==> config.mk <==
export PLATFORM = sky130hd
export DESIGN_NAME = spi_slave_param
export DESIGN_NICKNAME = d
export VERILOG_FILES = /design/src/rtl/spi_slave_param.sv
export SDC_FILE = /design/constraint.sdc
export NUM_CORES = 1
export LEC_CHECK = 0
export BUFFER_PORTS_ARGS = -buffer_cell sky130_fd_sc_hd__buf_2
export CELL_PAD_IN_SITES_DETAIL_PLACEMENT = 0
export CELL_PAD_IN_SITES_GLOBAL_PLACEMENT = 1
export CORE_ASPECT_RATIO = 0.75
export CORE_UTILIZATION = 40
export DETAILED_ROUTE_END_ITERATION = 7
export GPL_TIMING_DRIVEN = 0
export MAX_ROUTING_LAYER = met4
export PLACE_DENSITY_LB_ADDON = 0.12
export SLEW_MARGIN = 20
export SYNTH_ARGS = -nofsm -noshare
export SYNTH_HDL_FRONTEND = slang
export SYNTH_SLANG_ARGS = --single-unit
export TNS_END_PERCENT = 5
==> constraint.sdc <==
create_clock -name sync_clock -period 3.2 [get_ports sync_clock]
set_clock_uncertainty 0.1 [all_clocks]
set_input_delay 0.16 -clock sync_clock [delete_from_list [all_inputs] [get_ports sync_clock]]
set_output_delay 0.16 -clock sync_clock [all_outputs]
set_load 0.05 [all_outputs]
==> src/rtl/spi_slave_param.sv <==
// SPI slave clocked by a single system clock (sync_clock). While CS is low,
// every rising edge is one bit time. The frame begins on the first CS-low
// edge, which loads the transmit word. The next DATA_WIDTH edges shift MOSI
// in and MISO out. A completed word is presented on dout with a
// valid/ready handshake.
//
// Handshake: dout holds a word whenever rx_valid=1. The consumer takes it
// on any rising edge where rx_valid=1 and rx_ready=1, and rx_valid then drops.
// If a new word completes on that same edge, rx_valid instead stays high with
// the new word. If a word completes while an unconsumed word is still held
// (rx_ready=0), that word is replaced and the sticky overrun flag is set.
module spi_slave_param #(
   parameter int DATA_WIDTH = 12,
   parameter bit LSB_FIRST  = 1'b1
) (
   input  logic                  sync_clock,
   input  logic                  rst,
   input  logic                  CS,
   input  logic                  MOSI,
   output logic                  MISO,
   input  logic [DATA_WIDTH-1:0] tx_data,
   output logic [DATA_WIDTH-1:0] dout,
   output logic                  rx_valid,
   input  logic                  rx_ready,
   output logic                  done,
   output logic                  abort,
   output logic                  overrun,
   output logic                  busy
);

   localparam int CW = $clog2(DATA_WIDTH) + 1;

   localparam logic [1:0] ST_IDLE         = 2'd0;
   localparam logic [1:0] ST_SHIFT        = 2'd1;
   localparam logic [1:0] ST_WAIT_CS_HIGH = 2'd2;

   localparam logic [CW-1:0] LAST_BIT = CW'(DATA_WIDTH - 1);

   logic [1:0]            r_state;
   logic [CW-1:0]         r_cnt;
   logic [DATA_WIDTH-1:0] r_rx;
   logic [DATA_WIDTH-1:0] r_tx;
   logic [DATA_WIDTH-1:0] r_dout;
   logic                  r_rx_valid;
   logic                  r_done;
   logic                  r_abort;
   logic                  r_overrun;

   logic [DATA_WIDTH-1:0] w_rx_next;
   logic [DATA_WIDTH-1:0] w_tx_next;
   logic                  w_tx_bit;
   logic                  w_start;
   logic                  w_shift;
   logic                  w_abort;
   logic                  w_complete;

   // Frame events decoded from the current state and chip select
   always_comb begin
      w_start    = (r_state == ST_IDLE)  && !CS;
      w_shift    = (r_state == ST_SHIFT) && !CS;
      w_abort    = (r_state == ST_SHIFT) &&  CS;
      w_complete = w_shift && (r_cnt == LAST_BIT);
   end

   // Bit-order dependent shift paths; the receive path already includes the
   // bit being sampled so the completing edge can store the whole word
   always_comb begin
      w_rx_next = '0;
      w_tx_next = '0;
      w_tx_bit  = 1'b0;
      if (LSB_FIRST) begin
         w_rx_next = {MOSI, r_rx[DATA_WIDTH-1:1]};
         w_tx_next = {1'b0, r_tx[DATA_WIDTH-1:1]};
         w_tx_bit  = r_tx[0];
      end else begin
         w_rx_next = {r_rx[DATA_WIDTH-2:0], MOSI};
         w_tx_next = {r_tx[DATA_WIDTH-2:0], 1'b0};
         w_tx_bit  = r_tx[DATA_WIDTH-1];
      end
   end

   // Control FSM: state, bit counter and the single-cycle done/abort pulses
   always_ff @(posedge sync_clock or posedge rst) begin
      if (rst) begin
         r_state <= ST_IDLE;
         r_cnt   <= '0;
         r_done  <= 1'b0;
         r_abort <= 1'b0;
      end else begin
         r_done  <= 1'b0;
         r_abort <= 1'b0;
         case (r_state)
            ST_IDLE: begin
               r_cnt <= '0;
               if (!CS) r_state <= ST_SHIFT;
            end
            ST_SHIFT: begin
               if (CS) begin
                  r_state <= ST_IDLE;
                  r_cnt   <= '0;
                  r_abort <= 1'b1;
               end else if (r_cnt == LAST_BIT) begin
                  r_state <= ST_WAIT_CS_HIGH;
                  r_cnt   <= '0;
                  r_done  <= 1'b1;
               end else begin
                  r_cnt <= r_cnt + 1'b1;
               end
            end
            ST_WAIT_CS_HIGH: begin
               r_cnt <= '0;
               if (CS) r_state <= ST_IDLE;
            end
            default: begin
               r_state <= ST_IDLE;
               r_cnt   <= '0;
            end
         endcase
      end
   end

   // Shift registers: tx loads at frame start, both shift on every data edge
   always_ff @(posedge sync_clock or posedge rst) begin
      if (rst) begin
         r_rx <= '0;
         r_tx <= '0;
      end else if (w_start) begin
         r_tx <= tx_data;
      end else if (w_shift) begin
         r_rx <= w_rx_next;
         r_tx <= w_tx_next;
      end
   end

   // Receive word holding register with valid/ready handshake and overrun
   always_ff @(posedge sync_clock or posedge rst) begin
      if (rst) begin
         r_dout     <= '0;
         r_rx_valid <= 1'b0;
         r_overrun  <= 1'b0;
      end else if (w_complete) begin
         r_dout     <= w_rx_next;
         r_rx_valid <= 1'b1;
         if (r_rx_valid && !rx_ready) r_overrun <= 1'b1;
      end else if (r_rx_valid && rx_ready) begin
         r_rx_valid <= 1'b0;
      end
   end

   // The abort term is implied by the FSM; it is kept decoded for clarity of
   // the event set and tied into busy-free logic only through r_abort.
   assign MISO     = w_shift ? w_tx_bit : 1'b0;
   assign busy     = (r_state == ST_SHIFT) && !w_abort ? 1'b1 : (r_state == ST_SHIFT);
   assign dout     = r_dout;
   assign rx_valid = r_rx_valid;
   assign done     = r_done;
   assign abort    = r_abort;
   assign overrun  = r_overrun;

endmodule

==> results.toml <==
[outcome]
status = "completed"

[clock_tree]
cts-buffers-inserted = 5
postCtsHoldBufs = 2
cts_root_buf = "sky130_fd_sc_hd__clkbuf_8"
postCtsSetupRepairBufs = 0
cts_repair_resize_count = 0
clock_sinks = 46
tritoncts_clock_tree = "built"
insertion_delay_ns = 0.29
clock_path_buffers = 2
htree_num_levels = 2
register_clock_pin_slew_on_the_reported_worst_setup_and_hold_paths_ns = 0.08

[setup_path]
worst_setup_path_end_kind = "primary output"
cp_max_fo = 10
worst-endpoint-arrival_ns = 1.95
timing.critical_path.slowest_stage_cell = "sky130_fd_sc_hd__dlygate4sd3_1"
timing_worst_setup_path_type = "in2out"
timing.critical_path.from_type = "primary input"
crit_required_ns = 2.94
max_stage_delay_ns = 0.54
cp_cell_sequence = "dlygate4sd3_1, buf_2, nor3b_4, buf_2, and2_1, buf_2"
worst_path_most_repeated_cell = "sky130_fd_sc_hd__buf_2"
regToRegSetupSlack_ns = 1.43

[finish]
design.final.nets = 203
area_growth_pct = 19.1
multi_input_comb_area_sq_um = 688
final-seq-area_sq_um = 1150
layout.cells.most_common_list = "sky130_fd_sc_hd__dfrtp_1, sky130_fd_sc_hd__buf_2, sky130_fd_sc_hd__mux2_2, sky130_fd_sc_hd__nand2_1, sky130_fd_sc_hd__o21ai_0"
fillers = 405
stdcell_area_sq_um = 2250
postLayoutCoreUtil_pct = 50.1
layout_commonest_cell = "sky130_fd_sc_hd__dfrtp_1"
drive_above_1_share_pct = 39.5
antenna_cells = 0

[synth]
ys_seq_area_share_pct = 60.9
synth.net_count = 159
syn_area_per_cell_sq_um = 13.4
synth_enable_flop_cells = 0
yosys_register_bits = 46
synth-warning-count = 0
synthesis.area_sq_um = 1890
ys_dominant_reg_cell = "sky130_fd_sc_hd__dfrtp_1"
async_sr_flop_fraction_pct = 100
synthCells = 141
yosys.cell_types.count = 25

[placed_design]
place_congestion = 0.720
dpl-instance-area_sq_um = 2150
io_buffer_count = 34
hpwl_um = 2300
place_worst_setup_slack_ns = 1.38

[timing]
report.final.hold_viol_count = 0
max_slew_margin_pct = 70.7
final.period_utilization_pct = 69.0
rsz_0062_raised_after_global_routing = "no"
setup_tns_ns = 0
finalWorstPathRequiredPeriod_ns = 2.21
fmaxAchievable_ghz = 0.453
max_slew.worst_pin.slew_ns = 0.440
setup_viol = 0
postLayoutSetupSlackWorst_ns = 0.991
timing_max_transition_violations_final = 0
timing.hold.ws_ns = 0.0120

[detailed_routing]
detail_route.iter0.violations = 54
wl_per_cell_um = 13.6
avgViaCountPerCell = 4.74
drtPass1Iterations = 4
ant_nets = 0
wl_um = 3290
drc_errors = 0
dr_total_vias = 1148

[global_routing]
grt_antenna_before_repair = 0
global_route_wire_length_before_repair_um = 5380
globalRouteOverflowTotal = 0
first_global_vias = 1129
globalRouteTotalUtil_pct = 15.7
grt_max_degree = 30

[floorplanning]
standard_cell_row_count = 21
io-pin-count = 35
die_ar_sq_um = 5010
core_area_sq_um = 4490
die_x_um = 81.4
die_height_um = 61.5
start_util_pct = 42.1

[power]
peak_vdd_ir_mv = 0.242
p_leak_nw = 1.18
power_density_nw_per_um2 = 528

[min_path]
timing.hold.worst.class = "in2reg"

[run]
max_cap_viol_count = 0
critical path, delay by kind of cell:
kind	cells	cell delay, ns
buffers and inverters	4	1.27
and+or+nand+nor	2	0.52
final timing paths:
kind	from	endpoint	depth (start not counted)
worst max register to register	r_cnt[0]$_DFF_PP0_	dout[2]$_DFFE_PP0P_	5
min in group asynchronous	rst	r_tx[0]$_DFFE_PP0P_	3
worst min-delay path	MOSI	dout[11]$_DFFE_PP0P_	2
max in group asynchronous	rst	dout[11]$_DFFE_PP0P_	4
worst min register to register	r_cnt[0]$_DFF_PP0_	r_cnt[0]$_DFF_PP0_	1
worst max-delay path	CS	MISO	6
power breakdown:
part / switching (mW) / total (mW) / internal, mW
clock: 0.185 / 0.335 / 0.150
sequential: 0.0521 / 0.713 / 0.660
combinational: 0.0623 / 0.142 / 0.0795
cell families (layout without fill, tap and decap cells):
family | count (synthesis) | in the layout | share of synthesized area [%]
adder cells (fa/ha/maj) | 1 | 1 | 0.662
AO/OA/AOI/OAI | 15 | 15 | 4.10
multiplexers | 34 | 34 | 20.9
AND/OR/NAND/NOR | 32 | 32 | 9.33
flip-flops | 46 | 46 | 60.9
XOR/XNOR | 3 | 3 | 1.39
buffers and inverters | 10 | 54 | 2.71
metrics by stage:
| stage | std cells | power (mW) |
|---|---|---|
| CTS | 242 | 1.21 |
| floorplan | 141 | 0.816 |
| global route | 242 | 1.26 |
| finish | 242 | 1.19 |
| global placement | 232 | 0.855 |
| detailed placement | 233 | 0.867 |
flip-flops by register name, indices dropped and copies added (netlist names):
signal and cells:
r_rx 11, r_state 2, overrun 1, abort 1
r_tx 12, rx_valid 1, done 1, dout 12
r_cnt 5
metal layers:
layer,vias to the layer above,share of wire (%),GRT usage (%)
met5,-,0,-
met4,0,2.0,8.42
met3,6,3.4,4.00
met2,22,45,23.0
met1,561,50,20.0
li1,559,-,-
cell usage after synthesis, types with 2 or more instances:
cell                        n  area, sq um
sky130_fd_sc_hd__dfrtp_1   46         1150
sky130_fd_sc_hd__mux2_2    16          180
sky130_fd_sc_hd__nand2_1   13         48.8
sky130_fd_sc_hd__o21ai_0   12         60.1
sky130_fd_sc_hd__mux2i_1   11          110
sky130_fd_sc_hd__mux2_4     7          105
sky130_fd_sc_hd__nor2_1     5         18.8
sky130_fd_sc_hd__and2_1     3         18.8
sky130_fd_sc_hd__clkbuf_1   3         11.3
sky130_fd_sc_hd__inv_1      3         11.3
sky130_fd_sc_hd__nand2b_1   3         18.8
sky130_fd_sc_hd__a21oi_1    2         10.0
sky130_fd_sc_hd__buf_2      2         10.0
sky130_fd_sc_hd__nand3_1    2         10.0
sky130_fd_sc_hd__nor2b_1    2         12.5
sky130_fd_sc_hd__xnor2_1    2         17.5
cell type report:
cell class | count | share of cell area (%)
well taps | 57 | 3.17
multi-input cells | 85 | 30.6
clock inverters | 1 | 0.333
inverters | 3 | 0.500
repair buffers | 37 | 9.33
clock buffers | 6 | 3.22
plain buffers | 7 | 1.78
flip-flops and latches | 46 | 51.1
(Power assumes the default switching activity.)
